File: src/rtl/uart_pkg.sv
// Shared types for the UART transmit queue: FSM state encoding and default depth.
package uart_pkg;
   localparam int UART_TXQ_DEPTH = 8;

   typedef enum logic [1:0] {
      IDLE,
      LAUNCH,
      WAIT_LO,
      WAIT_HI
   } txq_state_t;
endpackage

File: src/rtl/sync_fifo_dual_wr.sv
// Byte FIFO with a 1- or 2-byte push port and a 1-byte pop port.
// Acceptance is judged on the occupancy before any same-cycle pop.
module sync_fifo_dual_wr #(
   parameter int DEPTH = 8,
   parameter int CW    = $clog2(DEPTH) + 1
) (
   input  logic          clk,
   input  logic          rst_n,
   input  logic          push,
   input  logic [7:0]    push_data,
   input  logic          push2,
   input  logic [15:0]   push_word,
   input  logic          pop,
   input  logic          flush,
   output logic [7:0]    pop_data,
   output logic [CW-1:0] count,
   output logic          full,
   output logic          empty,
   output logic          ovf
);
   localparam int PW = CW - 1;

   logic [7:0]    mem [DEPTH];
   logic [PW-1:0] wr_ptr;
   logic [PW-1:0] rd_ptr;
   logic [PW-1:0] wr_ptr_p1;
   logic [CW-1:0] add;
   logic [CW-1:0] count_next;
   logic          accept1;
   logic          accept2;
   logic          reject;
   logic          do_pop;

   assign full      = (count == CW'(DEPTH));
   assign empty     = (count == '0);
   assign pop_data  = mem[rd_ptr];
   assign wr_ptr_p1 = wr_ptr + PW'(1);

   always_comb begin
      accept2    = push2 && (count <= CW'(DEPTH - 2));
      accept1    = push && !push2 && !full;
      // a word always wins over a single byte; the dropped byte counts as overflow
      reject     = (push2 && !accept2) || (push && push2) || (push && !push2 && full);
      do_pop     = pop && !empty;
      add        = accept2 ? CW'(2) : (accept1 ? CW'(1) : '0);
      count_next = count + add - CW'(do_pop);
   end

   always_ff @(posedge clk) begin
      if (!flush) begin
         if (accept2) begin
            mem[wr_ptr]    <= push_word[15:8];
            mem[wr_ptr_p1] <= push_word[7:0];
         end else if (accept1) begin
            mem[wr_ptr] <= push_data;
         end
      end
   end

   always_ff @(posedge clk or negedge rst_n) begin
      if (!rst_n) begin
         wr_ptr <= '0;
         rd_ptr <= '0;
         count  <= '0;
         ovf    <= 1'b0;
      end else if (flush) begin
         wr_ptr <= '0;
         rd_ptr <= '0;
         count  <= '0;
         ovf    <= 1'b0;
      end else begin
         if (accept2)
            wr_ptr <= wr_ptr + PW'(2);
         else if (accept1)
            wr_ptr <= wr_ptr_p1;
         if (do_pop)
            rd_ptr <= rd_ptr + PW'(1);
         count <= count_next;
         if (reject)
            ovf <= 1'b1;
      end
   end
endmodule

File: src/rtl/uart_tx_queue.sv
// Transmit queue in front of a UART: buffers bytes and hands them one at a time
// to the transmitter using the trmt strobe / tx_done handshake.
//
// state   | meaning
// IDLE    | waiting for queued data and an idle transmitter
// LAUNCH  | one cycle: trmt high, tx_data valid, byte popped
// WAIT_LO | frame launched, waiting for tx_done to drop
// WAIT_HI | frame in progress, waiting for tx_done to rise
module uart_tx_queue
   import uart_pkg::*;
#(
   parameter int DEPTH = UART_TXQ_DEPTH,
   parameter int CW    = $clog2(DEPTH) + 1
) (
   input  logic          clk,
   input  logic          rst_n,
   input  logic          wr_en,
   input  logic [7:0]    wr_data,
   input  logic          wr16_en,
   input  logic [15:0]   wr_word,
   input  logic          flush,
   input  logic          tx_done,
   output logic          trmt,
   output logic [7:0]    tx_data,
   output logic          full,
   output logic          empty,
   output logic [CW-1:0] count,
   output logic          busy,
   output logic          ovf
);
   txq_state_t state;
   txq_state_t state_next;
   logic       load;
   logic       pop;
   logic [7:0] pop_data;

   sync_fifo_dual_wr #(
      .DEPTH (DEPTH),
      .CW    (CW)
   ) u_fifo (
      .clk       (clk),
      .rst_n     (rst_n),
      .push      (wr_en),
      .push_data (wr_data),
      .push2     (wr16_en),
      .push_word (wr_word),
      .pop       (pop),
      .flush     (flush),
      .pop_data  (pop_data),
      .count     (count),
      .full      (full),
      .empty     (empty),
      .ovf       (ovf)
   );

   always_ff @(posedge clk or negedge rst_n) begin
      if (!rst_n)
         state <= IDLE;
      else
         state <= state_next;
   end

   always_comb begin
      state_next = state;
      load       = 1'b0;
      unique case (state)
         IDLE: begin
            // a flush in the same cycle empties the queue, so no launch
            if (!empty && tx_done && !flush) begin
               state_next = LAUNCH;
               load       = 1'b1;
            end
         end
         LAUNCH:  state_next = WAIT_LO;
         WAIT_LO: if (!tx_done) state_next = WAIT_HI;
         WAIT_HI: if (tx_done)  state_next = IDLE;
         default: state_next = IDLE;
      endcase
   end

   assign trmt = (state == LAUNCH);
   assign pop  = (state == LAUNCH);
   assign busy = (state != IDLE);

   always_ff @(posedge clk or negedge rst_n) begin
      if (!rst_n)
         tx_data <= 8'h00;
      else if (load)
         tx_data <= pop_data;
   end
endmodule

File: config.mk
export PLATFORM = sky130hd
export DESIGN_NAME = uart_tx_queue
export DESIGN_NICKNAME = d
export VERILOG_FILES = /design/src/rtl/uart_pkg.sv /design/src/rtl/sync_fifo_dual_wr.sv /design/src/rtl/uart_tx_queue.sv
export SDC_FILE = /design/constraint.sdc
export NUM_CORES = 1
export LEC_CHECK = 0
export ABC_CLOCK_PERIOD_IN_PS = 5450
export BUFFER_PORTS_ARGS = -buffer_cell sky130_fd_sc_hd__buf_2
export CORE_MARGIN = 4
export CORE_UTILIZATION = 40
export DETAILED_ROUTE_END_ITERATION = 16
export SYNTH_ARGS = -nofsm -noshare
export SYNTH_HDL_FRONTEND = slang
export SYNTH_SLANG_ARGS = --single-unit
File: constraint.sdc
create_clock -name clk -period 5.45 [get_ports clk]
set_input_delay 0.2725 -clock clk [delete_from_list [all_inputs] [get_ports clk]]
set_output_delay 0.2725 -clock clk [all_outputs]
set_load 0.02 [all_outputs]
# [Yosys cells after proc, flatten, opt, wreduce, memory -nomap -nowiden]
# Memory sizes are Yosys's and may differ from the RTL's. A register that Yosys moved wholly into a read port is not among the register bits.
# Cells that the tools add are included.
[word_totals] reg_bits=13 inputBits=30 memories=1 mem_bits_rw=64 elab_cells=68
[memory_table] name="u_fifo.mem" words=8 word_bits=8 read_ports=1 rd_clocked_by_memory_dff=1 write_ports=2 line_no="sync_fifo_dual_wr.sv:23" rtl="logic [7:0] mem [DEPTH];"
[classes] order_cmp=1 n_bitwise=1 eq_ne=7 addsub=5 n_reduce_logical=24 n_mux=24
[ops] operator="$mux W3" count=5
[ops] operator="$mux W1" count=12
[ops] operator="$logic_and A1 B1 Y1" count=9
[ops] operator="$mux W4" count=2
[ops] operator="$mux W8" count=1
[ops] operator="$pmux W2 S4" count=1
[ops] operator="$add A3 B1 Y3 const B" count=2
[ops] operator="$logic_not A1 Y1" count=6
[ops] operator="$mux W2" count=3
[ops] operator="$ne A2 B2 Y1 const B" count=3
[ops] operator="$reduce_bool A2 Y1" count=3
[ops] operator="$add A4 B4 Y4" count=1
[ops] operator="$eq A2 B2 Y1 const B" count=2
[ops] operator="$eq A4 B4 Y1 const B" count=1
[ops] operator="$le A4 B3 Y1 const B" count=1
[ops] operator="$logic_not A4 Y1" count=1
[ops] operator="$sub A4 B1 Y4" count=1
[ops] operator="$add A3 B2 Y3 const B" count=1
[ops] operator="$reduce_and A3 Y1" count=1
[ops] operator="$reduce_bool A3 Y1" count=1
[ops] operator="$eq A2 B1 Y1 const B" count=1
[ops] operator="$logic_not A2 Y1" count=1
[ops] operator="$logic_or A1 B1 Y1" count=2
[ops] operator="$or A1 B1 Y1" count=1

# [Longest topological paths before layout]
[logic_depth] depth_word=8 mapped_depth=12

# [By module]
# From an unflattened synthesis, not the netlist that was laid out.
[unflattened] hier_cells=316 hier_area_um2=4937.2
[by_module_without_submodules] mod="sync_fifo_dual_wr" cells_each=281 area_each_um2=4449.3 seq_area_each_um2=2197.1 n_inst=1
[by_module_without_submodules] mod="uart_tx_queue" cells_each=35 area_each_um2=488.0 seq_area_each_um2=250.2 n_inst=1

# [Least setup slack after synthesis]
# No wires, ideal clock.
[synth_timing] kind="reg-to-reg" startpoint="register u_fifo.count[2]" endpoint="memory u_fifo.mem[1][0] (enable)" setup_slack_ns=2.698 n_path_buf=1 arrival_time_ns=2.368 period_less_slack_ns=2.752 setup_ns=0.384 path_stages_with_launch=8 path_cell_list="dfrtp_1 > inv_1 > ha_1 > nor3b_1 > or3_1 > buf_4 > and2_1 > o21ai_0"
[synth_lines] item="start, declared" line_no="sync_fifo_dual_wr.sv:16" rtl="output logic [CW-1:0] count,"
[synth_lines] item="start signal, assigned" line_no="sync_fifo_dual_wr.sv:78" rtl="count <= count_next;"
[synth_lines] item="end, declared" line_no="sync_fifo_dual_wr.sv:23"

==> summary.txt <==
Worst hold path
  – Worst Hold Class: in -> reg
  – Hold Path Stages: 4
  – Min-delay src: wr_en
  – Hold Path End: u_fifo.ovf

Cells and area
  – Commonest non-fill, non-tap cell in the layout: mux2_2
  – Synthesis-to-finish area growth: 15.6%
  – Core Util, Final: 0.474
  – Post-route cell area: 5460 sq um
  – Nets: 417
  – Layout cell share with drive strength beyond 1: 0.500
  – N_diodes: 0
  – Most frequent cells in the layout: 80 x mux2_2, 64 x edfxtp_1, 46 x buf_2

Synth
  – Mux contribution to synthesized area: 0.294
  – Cell Area, Synth: 4730 sq um
  – Synth cell types: 40
  – Syn Inst Count: 313
  – Post-Synth Simple-Gate Area: 0.0641
  – Largest family of logic cells by synthesized area: multiplexers
  – Ys async rst share: 0.247
  – Sequential area share after synthesis: 0.518
  – Yosys reg bits: 85
  – Post-synth EDFFs: 64
  – Yosys warns: 0
  – Synth Area per Inst: 15.1 sq um
  – Compound-gate portion of the synthesized area: 0.0326
  – Syn nets: 363
  – Post-synthesis xor/xnor area fraction: 0.0148
  – Post-Synth Adder-Cell Area: 0.0545
  – Top_reg_cell synth: edfxtp_1

Critical path
  – R2R cell count: 7
  – Worst-path maximum fanout: 10
  – Reg2reg end: u_fifo.mem[7][4]
  – Reg2reg start: u_fifo.count[2]
  – Crit path capture type: flip-flop
  – Critical path class: reg -> reg
  – Arr. time, crit path: 3120 ps
  – CP Data Required Time: 5500 ps
  – Worst setup SP type: flip-flop
  – Reg2reg setup slack: 2380 ps

Placement
  – GP Congestion: 0.757
  – Post-detailed-placement cell area: 5130 sq um
  – Detailed-placement wirelength estimate: 7.06 mm
  – # port buffers: 46

Clock tree
  – Num CTS Buffers: 9
  – Reg clk slew, reported paths: 60 ps
  – Sinks on the clock net: 85
  – Worst skew pair latency: 340 ps
  – TritonCTS clock tree: done
  – CTS H-Tree Depth: 3
  – Bufs on Longest Clock Path: 2
  – CTS root buf: clkbuf_16
  – Setup Buffers After CTS: 0

Power
  – Clk pwr share: 0.286
  – Total power: 0.00228 W
  – Logic pwr share: 0.322
  – Maximum VDD drop: 0.245 mV
  – Leak: 2.14 nW
  – P per Cell Area: 417 nW/um^2
  – Switching share of power: 0.322
  – Switching pwr: 0.000734 W
  – Sequential share of power: 0.393
  – Power Internal: 0.00154 W

STA
  – Final setup fails: 0
  – Fin. Hold Viols: 0
  – Slew Viols, Final: 0
  – RSZ-0062 raised after global routing: no
  – Worst slew pin tran: 939 ps
  – Slew HR: 0.374
  – Max Fclk: 326 MHz
  – Setup TNS after final layout: 0 ps
  – Clock period minus worst slack: 3070 ps
  – Final worst-path cycle share: 0.564
  – Worst clock skew: 7.70 ps

GRT
  – Antenna violations before repair: 0
  – GRT Residual Overflow: 0
  – Vias in the first global route: 2903
  – Largest net degree at the start of global routing: 22
  – Tot GR Track Use: 0.165
  – First-pass GRT wire length: 16.5 mm

Floorplan
  – Io pins: 47
  – Core area: 11500 sq um
  – Die area: 13600 sq um
  – Rows: 39
  – Starting Density: 0.410
  – Die Y: 117 um
  – Die width: 117 um

Route
  – Residual DRC: 0
  – Mean routed wirelength per cell: 20.1 um
  – Initial detailed-routing violation count: 163
  – Via density: 5.30
  – Pre-Repair DR Iteration Count: 4
  – WL final: 10.4 mm
  – Final ANT Viol Nets: 0
  – DR vias: 2731

Job
  – # Max-Cap Violations: 0

Run status
  – Status: finished, final reports clean
[flip-flops by register name, summed over array words and instances (netlist names)]
register       count
u_fifo.mem        64
u_fifo.count       4
u_fifo.wr_ptr      3
u_fifo.ovf         1
tx_data            8
u_fifo.rd_ptr      3
state              2
[worst max-delay path, stage by stage (launching register included)]
cell	delay, ps
dfrtp_1	380
inv_1	90
ha_1	200
nor3b_1	190
or3_1	710
and2_1	340
o21ai_0	590
buf_4	280
[cells in the mapped netlist, types with 3 or more instances]
library cell | number | area (sq um)
a21bo_2 | 3 | 30.0
a21o_1 | 4 | 30.0
a21oi_1 | 4 | 20.0
buf_1 | 3 | 11.3
clkbuf_1 | 3 | 11.3
dfrtp_1 | 21 | 526
edfxtp_1 | 64 | 1920
ha_1 | 19 | 238
inv_1 | 15 | 56.3
mux2_2 | 80 | 901
mux2_4 | 8 | 120
mux4_2 | 16 | 360
nand2_1 | 8 | 30.0
nand3_1 | 6 | 30.0
nor2_1 | 14 | 52.6
o21ai_0 | 8 | 40.0
xnor2_1 | 5 | 43.8
xor2_1 | 3 | 26.3
[cell families after synthesis]
kind of cell / after synthesis
muxes: 105
DFF: 85
xor gates and xnor gates: 8
and+or+nand+nor: 47
buffers and inverters: 25
AOI/OAI and AO/OA: 23
adders and majority gates: 20
[power by group through the flow]
| stage | registers [W] | logic [W] | clock network, W |
|---|---|---|---|
| 2_1_floorplan | 0.000928 | 0.000503 | 0 |
| 3_3_place_gp | 0.000907 | 0.000732 | 0 |
| 3_5_place_dp | 0.000910 | 0.000740 | 0 |
| 4_1_cts | 0.000897 | 0.000746 | 0.000660 |
| 5_1_grt | 0.000909 | 0.000824 | 0.000684 |
| 6_report | 0.000894 | 0.000733 | 0.000650 |
[cell type report]
class	instances	area [sq um]
Clock buffer	11	253
Fill cell	1032	6050
Sequential cell	85	2450
Clock inverter	5	66.3
Timing Repair Buffer	53	285
Multi-Input combinational cell	203	2180
Tap cell	143	179
Inverter	15	56.3
[stage by stage]
step           setup WS (ps)  std cells  hold slack [ps]
6_report                2380        515              296
2_1_floorplan           2700        313            -23.1
4_1_cts                 2340        515              296
3_5_place_dp            2350        498              306
3_3_place_gp            2380        498              300
5_1_grt                 2160        515              327
[worst max path at each step]
| stage | from | end | slack [ps] | cells after the start |
|---|---|---|---|---|
| 2_1_floorplan | u_fifo.count[2] | u_fifo.mem[1][0] | 2700 | 7 |
| 3_3_place_gp | u_fifo.count[2] | u_fifo.mem[7][5] | 2380 | 7 |
| 3_5_place_dp | u_fifo.count[2] | u_fifo.mem[7][5] | 2350 | 7 |
| 4_1_cts | u_fifo.count[2] | u_fifo.mem[7][5] | 2340 | 7 |
| 5_1_grt | u_fifo.count[2] | u_fifo.mem[7][5] | 2160 | 7 |
| 6_report | u_fifo.count[2] | u_fifo.mem[7][4] | 2380 | 7 |
[what timing repair did]
action	4_1_cts	5_1_grt
hold buffers	1	0
endpoints found under the hold margin	21	0
setup endpoints to repair	0	0
resized for setup	0	0
[routing by layer]
metal	GRT usage	part of all wire
met1	0.221	0.45
met2	0.267	0.48
met3	0.0373	0.051
met4	0.0543	0.019
met5	0	0
Note: power is estimated with default switching activity, not from simulation.
